File: src/rtl/sevenseg_scan_decoder.sv
// ----------------------------------------------------------------------------
// sevenseg_scan_decoder
//   Reader side of a multiplexed seven-segment display bus. Samples the
//   active-low anode/segment lines, waits until a pattern has been stable for
//   STABLE_CYCLES synchronized samples, then decodes the segment pattern back
//   into a 4-bit digit for the single active display position. Used for
//   display loop-back self-test and for snooping an external display.
//
// Parameters
//   NUM_DIGITS     number of anode lines / digit positions scanned
//   STABLE_CYCLES  identical synchronized samples needed before capture (>=2)
//
// Ports
//   clk          system clock, rising edge
//   rst_n        asynchronous active-low reset
//   segment      active-low segments, bit6=a .. bit0=g
//   anode        active-low digit enables, bit0 = rightmost digit
//   bcd_out      decoded digits, lane i = bits [4i+3:4i] (4'hF when invalid)
//   digit_valid  lane i holds a validly decoded digit
//   frame_done   1-cycle pulse: every digit captured since the last pulse
//   bad_code     1-cycle pulse: stable undecodable pattern captured
//   anode_err    1-cycle pulse: stable pattern with more than one anode low
//
// Configuration
//   HEX_DECODE_EN  when defined, patterns A,b,C,d,E,F decode to 10..15.
// ----------------------------------------------------------------------------
module sevenseg_scan_decoder #(
   parameter int unsigned NUM_DIGITS    = 4,
   parameter int unsigned STABLE_CYCLES = 4
) (
   input  logic                    clk,
   input  logic                    rst_n,
   input  logic [6:0]              segment,
   input  logic [NUM_DIGITS-1:0]   anode,
   output logic [4*NUM_DIGITS-1:0] bcd_out,
   output logic [NUM_DIGITS-1:0]   digit_valid,
   output logic                    frame_done,
   output logic                    bad_code,
   output logic                    anode_err
);

   localparam int unsigned SW = NUM_DIGITS + 7;
   localparam int unsigned CW = $clog2(STABLE_CYCLES + 1);
   localparam logic [CW-1:0] CNT_SAT = CW'(STABLE_CYCLES);
   localparam logic [CW-1:0] CNT_PRE = CW'(STABLE_CYCLES - 2);

   // Two-flop synchronizers
   logic [6:0]            seg_meta_q, seg_s_q;
   logic [NUM_DIGITS-1:0] an_meta_q,  an_s_q;

   // Stability tracking
   logic [SW-1:0] sample;
   logic [SW-1:0] prev_q;
   logic [CW-1:0] cnt_q, cnt_d;
   logic          capture;

   // Output / frame state
   logic [4*NUM_DIGITS-1:0] bcd_q,   bcd_d;
   logic [NUM_DIGITS-1:0]   valid_q, valid_d;
   logic [NUM_DIGITS-1:0]   seen_q,  seen_d;
   logic                    frame_q, frame_d;
   logic                    bad_q,   bad_d;
   logic                    aerr_q,  aerr_d;

   logic [4:0]  dec;
   int unsigned low_cnt;

   // Returns {valid, value}; invalid patterns yield value 4'hF.
   function automatic logic [4:0] decode_seg(input logic [6:0] seg);
      logic [4:0] r;
      case (seg)
         7'b0000001: r = 5'h10;
         7'b1001111: r = 5'h11;
         7'b0010010: r = 5'h12;
         7'b0000110: r = 5'h13;
         7'b1001100: r = 5'h14;
         7'b0100100: r = 5'h15;
         7'b0100000: r = 5'h16;
         7'b0001111: r = 5'h17;
         7'b0000000: r = 5'h18;
         7'b0000100: r = 5'h19;
`ifdef HEX_DECODE_EN
         7'b0001000: r = 5'h1A;
         7'b1100000: r = 5'h1B;
         7'b0110001: r = 5'h1C;
         7'b1000010: r = 5'h1D;
         7'b0110000: r = 5'h1E;
         7'b0111000: r = 5'h1F;
`endif
         default:    r = 5'h0F;
      endcase
      return r;
   endfunction

   assign sample = {an_s_q, seg_s_q};

   // Capture fires only on the cnt PRE -> PRE+1 step, so a long stable
   // period (counter saturated) produces exactly one capture.
   always_comb begin
      cnt_d   = '0;
      capture = 1'b0;
      if (sample == prev_q) begin
         cnt_d   = (cnt_q == CNT_SAT) ? cnt_q : cnt_q + CW'(1);
         capture = (cnt_q == CNT_PRE);
      end
   end

   always_comb begin
      bcd_d   = bcd_q;
      valid_d = valid_q;
      seen_d  = seen_q;
      frame_d = 1'b0;
      bad_d   = 1'b0;
      aerr_d  = 1'b0;
      dec     = decode_seg(seg_s_q);
      low_cnt = 0;
      for (int unsigned i = 0; i < NUM_DIGITS; i++) begin
         if (!an_s_q[i]) low_cnt++;
      end
      if (capture) begin
         if (low_cnt == 1) begin
            for (int unsigned i = 0; i < NUM_DIGITS; i++) begin
               if (!an_s_q[i]) begin
                  bcd_d[4*i +: 4] = dec[3:0];
                  valid_d[i]      = dec[4];
                  seen_d[i]       = 1'b1;
               end
            end
            bad_d = ~dec[4];
            if (&seen_d) begin
               frame_d = 1'b1;
               seen_d  = '0;
            end
         end else if (low_cnt > 1) begin
            aerr_d = 1'b1;
         end
      end
   end

   always_ff @(posedge clk or negedge rst_n) begin
      if (!rst_n) begin
         seg_meta_q <= '1;
         seg_s_q    <= '1;
         an_meta_q  <= '1;
         an_s_q     <= '1;
         prev_q     <= '1;
         cnt_q      <= '0;
         bcd_q      <= '1;
         valid_q    <= '0;
         seen_q     <= '0;
         frame_q    <= 1'b0;
         bad_q      <= 1'b0;
         aerr_q     <= 1'b0;
      end else begin
         seg_meta_q <= segment;
         seg_s_q    <= seg_meta_q;
         an_meta_q  <= anode;
         an_s_q     <= an_meta_q;
         prev_q     <= sample;
         cnt_q      <= cnt_d;
         bcd_q      <= bcd_d;
         valid_q    <= valid_d;
         seen_q     <= seen_d;
         frame_q    <= frame_d;
         bad_q      <= bad_d;
         aerr_q     <= aerr_d;
      end
   end

   assign bcd_out     = bcd_q;
   assign digit_valid = valid_q;
   assign frame_done  = frame_q;
   assign bad_code    = bad_q;
   assign anode_err   = aerr_q;

endmodule

File: config.mk
export PLATFORM = sky130hd
export DESIGN_NAME = sevenseg_scan_decoder
export DESIGN_NICKNAME = d
export VERILOG_FILES = /design/src/rtl/sevenseg_scan_decoder.sv
export SDC_FILE = /design/constraint.sdc
export NUM_CORES = 1
export LEC_CHECK = 0
export ABC_AREA = 0
export CAP_MARGIN = 40
export CORE_MARGIN = 2
export CORE_UTILIZATION = 50
export DETAILED_ROUTE_END_ITERATION = 16
export PLACE_DENSITY_LB_ADDON = 0.15
export SLEW_MARGIN = 20
export SYNTH_ARGS = -nofsm -noshare
export SYNTH_HDL_FRONTEND = slang
export SYNTH_SLANG_ARGS = --single-unit
File: constraint.sdc
create_clock -name clk -period 6.28 [get_ports clk]
set_input_delay 1.57 -clock clk [delete_from_list [all_inputs] [get_ports clk]]
set_output_delay 1.57 -clock clk [all_outputs]
set_load 0.01 [all_outputs]
### Yosys cells after proc, flatten, opt, wreduce, memory -nomap -nowiden

Index checks and enable logic that the tools add are counted.

* register bits: 63
* input port bits: 13
* output and inout port bits: 23
* word-level logic and storage cells: 78

* add/sub/neg operators: 4
* magnitude comparators: 1
* equal/unequal tests: 14
* multiplexer cells: 29
* bitwise gates (word level): 5
* reduce and logical (&&, ||, !) cells: 7

Operator list (number)
* $add 32x1->32 const B: 3
* $mux 32: 3
* $pmux 5 s10: 1
* $eq 32x1->1 const B: 1
* $gt 32x1->1 const B: 1
* $mux 1: 22
* $eq 7x3->1 const B: 2
* $eq 7x6->1 const B: 2
* $eq 7x7->1 const B: 2
* $reduce_and 3->1: 4
* $eq 11x11->1: 1
* $eq 7x1->1 const B: 1
* $eq 7x4->1 const B: 1
* $eq 7x5->1 const B: 1
* $logic_not 7->1: 1
* $mux 3: 2
* $not 1->1: 5
* $mux 4: 1
* $reduce_and 4->1: 1
* $add 3x1->3 const B: 1
* $eq 3x2->1 const B: 1
* $eq 3x3->1 const B: 1
* $ne 2x2->1 const B: 1
* $reduce_and 2->1: 1

### Longest topological paths before layout

Gate-level depths: netlist of run 1.

* word-level depth: 14
* depth in mapped cells: 9
* depth with buffers taken out: 9

### Worst setup path after synthesis of run 1

Ideal clock, no wire load.

* path type: register to register
* from: register an_s_q[0]
* to: register valid_q[0], in the netlist digit_valid[0]
* setup time: 125 ps
* data arrival time: 2601 ps
* required time: 6155 ps
* path slack: 3554 ps
* stages on the path, launching flop included: 8
* buffers on the path: 0
* period minus slack after synthesis: 2726 ps
* cells stage by stage: dfstp_2 inv_1 ha_1 xnor2_1 ha_1 o41ai_2 nand4_1 mux2_2

* longest elaborated chain between the ends: 9
* elaborated cells between the ends (all ways): 12
* those cells by class: add/sub: 3; eq/ne: 2; mux: 5; bitwise: 1; reduce/logical: 1

Ends and longest elaborated chain
* from (decl): line 49 `logic [NUM_DIGITS-1:0] an_meta_q, an_s_q;`
* from (signal assigned): line 158 `an_s_q <= an_meta_q;`
* $mux 1: line 118 `if (!an_s_q[i]) low_cnt++;`
* $add 32x1->32: line 118
* $mux 32: line 118
* $add 32x1->32: line 118
* $mux 32: line 118
* $add 32x1->32: line 118
* $mux 32: line 118
* $eq 32x1->1: line 121 `if (low_cnt == 1) begin`
* $reduce_and 3->1 (no source line) (*)
* to (signal assigned): line 162 `valid_q <= valid_d;`
* to (decl): line 59 `logic [NUM_DIGITS-1:0] valid_q, valid_d;`

Mark *: on every way between the ends. The rest lies on a longest branch, timed or not.
A chain may end at the register's enable or synchronous reset.

### Final worst setup path of run 1

* from: register an_s_q[0]
* to: register valid_q[2], in the netlist digit_valid[2]

The elaborated chain is that of the path after synthesis.

==> flow_summary.yaml, run 1 <==
worst_setup_path:
  biggest_fanout_along_the_worst_timing_path: 6
  reg2reg_slack_ns: 3.20
  delay_of_the_slowest_cell_on_the_worst_path_ns: 0.57
  crit_slowest_cell: "dfstp_2"
  cpMostUsedCell: "ha_1"
  worstPathCellList: "inv_1 -> ha_1 -> xnor2_1 -> ha_1 -> o41ai_2 -> nand4_1 -> mux2_2"
  critical_path.endpoint_type: "register"
  critPathKind: "reg -> reg"
  critical_path_required_ns: 6.49
  start_kind: "register"
  cp.arrival_ns: 3.30
global_routing:
  grt_util_met3_pct: 7.23
  grt_pass1_vias: 1643
  grt_usage_pct: 17.8
  grt_first_pass_wirelength_um: 7970
  grt_start_max_net_pins: 64
  gr-max-usage-layer: "met2"
  grt_antenna_before_repair: 0
  grt_overflow_total: 0
  globalRouteMet2Util_pct: 29.2
  groute.layer.met1.usage_pct: 21.5
power:
  total_leakage_power_nw: 1.31
  power-per-cell-area_nw_per_um2: 259
  irDropWorstVdd_v: 0.000137
synth:
  synth_cells: 193
  area_share_of_and_or_nand_nor_cells_after_synthesis_pct: 10.3
  synthDistinctLibCells: 40
  synth.cell_area_um2: 2610
  area_share_of_fa_ha_maj_cells_after_synthesis_pct: 2.87
  synth_nets: 212
  synth_xor_area_share_pct: 4.69
  ys_seq_area_share_pct: 62.7
  muxShareOfSynthArea_pct: 9.00
  dominant_combinational_cell_family_by_area_after_synthesis: "simple AND/OR/NAND/NOR gates"
  synth_compound_gate_area_share_pct: 7.28
  yosysWarningCount: 0
  ys_seq_elements: 63
  syn_avg_cell_area_um2: 13.5
sta:
  rsz0062_at_grt: "false"
  final_min_period_over_clock_period_pct: 49.1
  worst_slew_margin_rel_pct: 50.9
  holdWs_ns: 0.355
  finalSetupViolations: 0
  final_hold_viol_count: 0
  tightest_slew_ns: 0.736
  fin_worst_skew_ns: 0.00675
  fin_setup_tns_ns: 0
  post-route-min-period_ns: 3.08
  max_freq_mhz: 324
  finalMaxSlewViolations: 0
final_layout:
  antenna_cells: 0
  final_layout_size_suffix_gt1_share_pct: 38.1
  post-route-cell-area_um2: 3220
  area_occupied_by_multi_input_gates_um2: 892
  fillerInstances: 412
  final-seq-area_um2: 1640
  area_growth_pct: 23.0
  nNetsFinal: 250
cts:
  clk-insertion-delay-late_ns: 0.33
  number_of_h_tree_branching_levels: 3
  clock_buffer_depth: 2
  cts_hold_buf: 0
  post_cts_resized: 0
  clockRootBuffer: "clkbuf_8"
  cts-buffers-inserted: 9
  cts_setup_buffers: 0
  clk_transition_reported_paths_ns: 0.07
  tritoncts: "done"
  sink_count: 63
min_path:
  hold_path_class: "reg -> reg"
placement:
  globalplace.congestion: 0.762
  hpwlAfterDp_um: 3190
  portBuffers: 35
  placed_cell_area_um2: 3010
die:
  die_width_um: 76.3
  initial_utilization_pct: 51.5
  num_io_pins: 36
  die_h_um: 76.3
  design.die.area_um2: 5820
  std_cell_rows: 26
  core_area_um2: 5070
route:
  ratio_of_routed_vias_to_standard_cells: 5.13
  drt_first_iter_violations: 104
  wirelength_um: 4580
  route.vias.total: 1569
  drt.antenna.violating_nets: 0
  remaining_drc_errors: 0
  detail_route.wl_per_cell_um: 15.0
  detailedRoute.firstPassIterationCount: 4
status:
  outcome: "completed"
run:
  maxCapViolations: 0
==> synth_stat cells <==
cell	n	area (um^2)
nor4b_1	1	8.76
and4b_1	1	10.0
nor3_1	2	10.0
clkbuf_1	7	26.3
a21boi_0	5	37.5
nor2b_1	1	6.26
o2111ai_1	1	8.76
or3_1	1	6.26
mux2i_1	1	10.0
o41ai_2	1	16.3
nor2_1	8	30.0
ha_1	6	75.1
nor4bb_1	2	20.0
or2_2	3	18.8
xnor2_1	14	123
and4_1	1	8.76
a21oi_1	3	15.0
nor4_1	3	18.8
nand4_1	7	43.8
o22ai_1	2	12.5
o32ai_1	3	26.3
a21o_1	1	7.51
nand3b_1	4	30.0
o211ai_1	1	7.51
mux2_2	20	225
nor3_4	1	16.3
a211oi_1	1	7.51
buf_2	1	5.00
nand2b_1	1	6.26
nand3_1	4	20.0
o31ai_1	1	7.51
dfstp_2	49	1290
o21ai_0	3	15.0
nand2_1	4	15.0
inv_1	11	41.3
o32a_1	1	10.0
buf_6	1	11.3
dfrtp_1	14	350
a221oi_1	1	8.76
o211a_1	1	10.0
==> path summary, 6_finish.rpt <==
kind | endpoint | from | cells past startpoint
max reg2reg | digit_valid[2]$_DFFE_PN0P_ | an_s_q[0]$_DFF_PN1_ | 7
max in group asynchronous | anode_err$_DFF_PN0_ | rst_n | 2
max | digit_valid[2]$_DFFE_PN0P_ | an_s_q[0]$_DFF_PN1_ | 7
min reg2reg | an_s_q[2]$_DFF_PN1_ | an_meta_q[2]$_DFF_PN1_ | 0
min | an_s_q[2]$_DFF_PN1_ | an_meta_q[2]$_DFF_PN1_ | 0
min in group asynchronous | cnt_q[0]$_DFFE_PN0P_ | rst_n | 2
==> through the flow <==
step	total power [mW]	std cells	util, %	setup slack [ns]
after floorplan	0.470	193	-	3.55
after global placement	0.489	290	59.3	3.34
after detailed placement	0.492	290	59.3	3.21
after CTS	0.844	306	63.4	3.19
after global routing	0.871	306	63.4	2.99
final	0.833	306	63.4	3.20
==> final cells by class <==
type                    count  area share, %
flip-flops and latches     63           50.9
multi-input cells         110           27.7
repair buffers             36           11.0
clock buffers              15           6.15
well taps                  70           2.72
inverters                  11           1.28
clock inverters             1          0.195
==> metal layers <==
metal  up-vias  wire length (um)  share of wire [%]
met2        30              2330                 51
li1        759                 -                  -
met5         -                 0                  0
met4         0                53                1.2
met1       774              2030                 44
met3         6               171                3.7
==> power breakdown <==
group / internal [mW] / switching, mW
logic: 0.0220 / 0.0244
clock network: 0.201 / 0.147
registers: 0.426 / 0.0124
==> placed cells by master (no fill, tap or decap), types with 4 or more instances in the layout <==
cell / count
dfrtp_1: 14
nand2_1: 4
ha_1: 6
inv_1: 11
nor2_1: 8
clkbuf_8: 12
a21boi_0: 5
nand4_1: 7
xnor2_1: 14
clkdlybuf4s50_1: 34
dfstp_2: 49
mux2_2: 20
nand3b_1: 4
nand3_1: 4
==> worst max-delay path: cells and delay by family (launching register included) <==
family | cells | cell delay (ns)
flops | 1 | 0.57
xor+xnor | 1 | 0.35
mux | 1 | 0.39
buf+inv | 1 | 0.06
fa+ha+maj | 2 | 0.67
compound gates | 1 | 0.50
simple gates | 1 | 0.41
==> state kept, by name, indices dropped and copies added, names as in the netlist, 3 cells and up <==
signal       count
an_s_q           4
cnt_q            3
digit_valid      4
seg_s_q          7
an_meta_q        4
prev_q          11
seen_q           4
bcd_out         16
seg_meta_q       7
==> cells by family after synthesis <==
group	count (synthesis)
xor+xnor	14
buf+inv	20
mux	21
fa+ha+maj	6
simple gates	44
compound gates	25
flops	63
Note: power is estimated with default switching activity, not from simulation.
==> run 2: changes to the inputs <==
--- a/config.mk
+++ b/config.mk
@@ -8,7 +8,7 @@
 export ABC_AREA = 0
 export CAP_MARGIN = 40
 export CORE_MARGIN = 2
-export CORE_UTILIZATION = 50
+export CORE_UTILIZATION = 48
 export DETAILED_ROUTE_END_ITERATION = 16
 export PLACE_DENSITY_LB_ADDON = 0.15
 export SLEW_MARGIN = 20
==> constraint.sdc (replaced) <==
create_clock -name clk -period 2.7 [get_ports clk]
set_input_delay 0.675 -clock clk [delete_from_list [all_inputs] [get_ports clk]]
set_output_delay 0.675 -clock clk [all_outputs]
set_load 0.01 [all_outputs]
==> flow_summary.yaml, run 2 (synthesis results as in run 1) <==
global_routing:
  grt_pass1_vias: 1723
  grt_antenna_before_repair: 0
  grt_usage_pct: 18.7
  grt_start_max_net_pins: 34
  grt_first_pass_wirelength_um: 8580
  grt_overflow_total: 0
route:
  wirelength_um: 5060
  detailedRoute.firstPassIterationCount: 5
  drt.antenna.violating_nets: 0
  drt_first_iter_violations: 162
  route.vias.total: 1699
  detail_route.wl_per_cell_um: 16.2
  remaining_drc_errors: 0
  ratio_of_routed_vias_to_standard_cells: 5.45
run:
  maxCapViolations: 0
power:
  power-per-cell-area_nw_per_um2: 600
  design_power_total_mw: 1.99
  irDropWorstVdd_v: 0.000367
  total_leakage_power_nw: 1.36
min_path:
  hold_path_class: "reg -> reg"
sta:
  max_freq_mhz: 391
  finalMaxSlewViolations: 0
  worst_slew_margin_rel_pct: 55.6
  fin_setup_tns_ns: 0
  finalSetupViolations: 0
  final_hold_viol_count: 0
  final_min_period_over_clock_period_pct: 94.7
  tightest_slew_ns: 0.666
  post-route-min-period_ns: 2.56
  fin_worst_skew_ns: 0.00817
  rsz0062_at_grt: "false"
  holdWs_ns: 0.355
final_layout:
  mostFrequentLayoutCells: "49 x dfstp_2, 34 x clkdlybuf4s50_1, 20 x mux2_2"
  number_of_flip_flops_in_the_largest_register: 16
  share_of_the_core_filled_with_cells_in_the_final_layout_pct: 64.1
  final-instance-count-excl-fill: 312
  nNetsFinal: 257
  area_growth_pct: 26.9
  layout.cells.most_common: "dfstp_2"
  final_layout_size_suffix_gt1_share_pct: 40.9
  antenna_cells: 0
cts:
  clk-insertion-delay-late_ns: 0.33
  clk_transition_reported_paths_ns: 0.07
  number_of_h_tree_branching_levels: 3
  clockRootBuffer: "clkbuf_8"
  cts_hold_buf: 0
  cts-buffers-inserted: 9
  clock_buffer_depth: 2
  sink_count: 63
  tritoncts: "done"
worst_setup_path:
  crit_buf_inv: 1
  start_kind: "register"
  critical_path.endpoint_type: "register"
  critical_path_required_ns: 2.91
  crit_slowest_cell: "dfstp_2"
  critPathKind: "reg -> reg"
  biggest_fanout_along_the_worst_timing_path: 6
  delay_of_the_slowest_cell_on_the_worst_path_ns: 0.53
  worstPathCellList: "inv_1 -> ha_2 -> xnor2_4 -> ha_1 -> nor4_1 -> nand3_1 -> mux2_2"
  timing.critical_path.max_delay_family: "adder cells"
  cp.arrival_ns: 2.77
die:
  design.die.area_um2: 6050
  die_h_um: 77.8
  num_io_pins: 36
  std_cell_rows: 26
  die_width_um: 77.8
  core_area_um2: 5170
  initial_utilization_pct: 50.5
status:
  outcome: "completed"
placement:
  hpwlAfterDp_um: 3530
  globalplace.congestion: 0.766
  portBuffers: 35
  dp.cells: 292
## run 2: cell count changes in the layout (fill, tap and decap cells not counted), sizes merged
cell / before / now
bufinv: 0 / 1
inv: 12 / 11
buf: 2 / 9
clkinv: 0 / 2
clkbuf: 15 / 12
## run 2: through the flow
| step | area, um^2 | setup slack [ns] |
|---|---|---|
| 4_1_cts | 3300 | 0.0185 |
| 3_3_place_gp | 3050 | -0.123 |
| 3_5_place_dp | 3050 | -0.242 |
| 2_1_floorplan | 2620 | 0.0469 |
| 6_report | 3320 | 0.144 |
| 5_1_grt | 3320 | 0.0436 |
## run 2: final timing paths
kind,from,depth (start not counted),slack (ns),to
worst max-delay path,an_s_q[1]$_DFF_PN1_,7,0.14,digit_valid[3]$_DFFE_PN0P_
worst min-delay path,seg_meta_q[1]$_DFF_PN1_,0,0.35,seg_s_q[1]$_DFF_PN1_
worst max register to register,an_s_q[1]$_DFF_PN1_,7,0.14,digit_valid[3]$_DFFE_PN0P_
worst min register to register,seg_meta_q[1]$_DFF_PN1_,0,0.35,seg_s_q[1]$_DFF_PN1_
max in group asynchronous,rst_n,2,1.65,bcd_out[8]$_DFFE_PN1P_
min in group asynchronous,rst_n,1,0.75,an_s_q[2]$_DFF_PN1_
## run 2: worst reg2reg max path, stage by stage (launching register included)
cell and delay [ns]:
dfstp_2 0.53, inv_1 0.06, ha_2 0.39, xnor2_4 0.09, ha_1 0.36, nor4_1 0.31, nand3_1 0.33, mux2_2 0.38
## run 2: layout make-up
| type | instances | area (um^2) |
|---|---|---|
| Sequential cell | 63 | 1640 |
| Multi-Input combinational cell | 110 | 925 |
| Fill cell | 376 | 1860 |
| Timing Repair Buffer | 43 | 418 |
| Inverter | 11 | 41.3 |
| Tap cell | 70 | 87.6 |
| Clock buffer | 12 | 166 |
| Clock inverter | 3 | 40.0 |
## run 2: report_power, final
part	total, mW	internal [mW]	switching, mW
clock network	0.832	0.500	0.332
registers	1.02	0.992	0.0288
logic	0.136	0.0675	0.0686
## run 2: per-layer routing
layer	vias to the layer above	GRT usage (%)	part of all wire [%]
met5	-	0	0
met2	50	29.5	49
met3	13	5.81	4.3
met1	856	23.8	45
li1	780	-	-
met4	0	7.68	1.9
## run 2: repair_timing
action | in CTS | in global routing
buffers inserted | 3 | 2
pin swaps | 3 | 2
gates cloned | 0 | 0
setup endpoints to repair | 18 | 21
gates resized for setup | 2 | 1
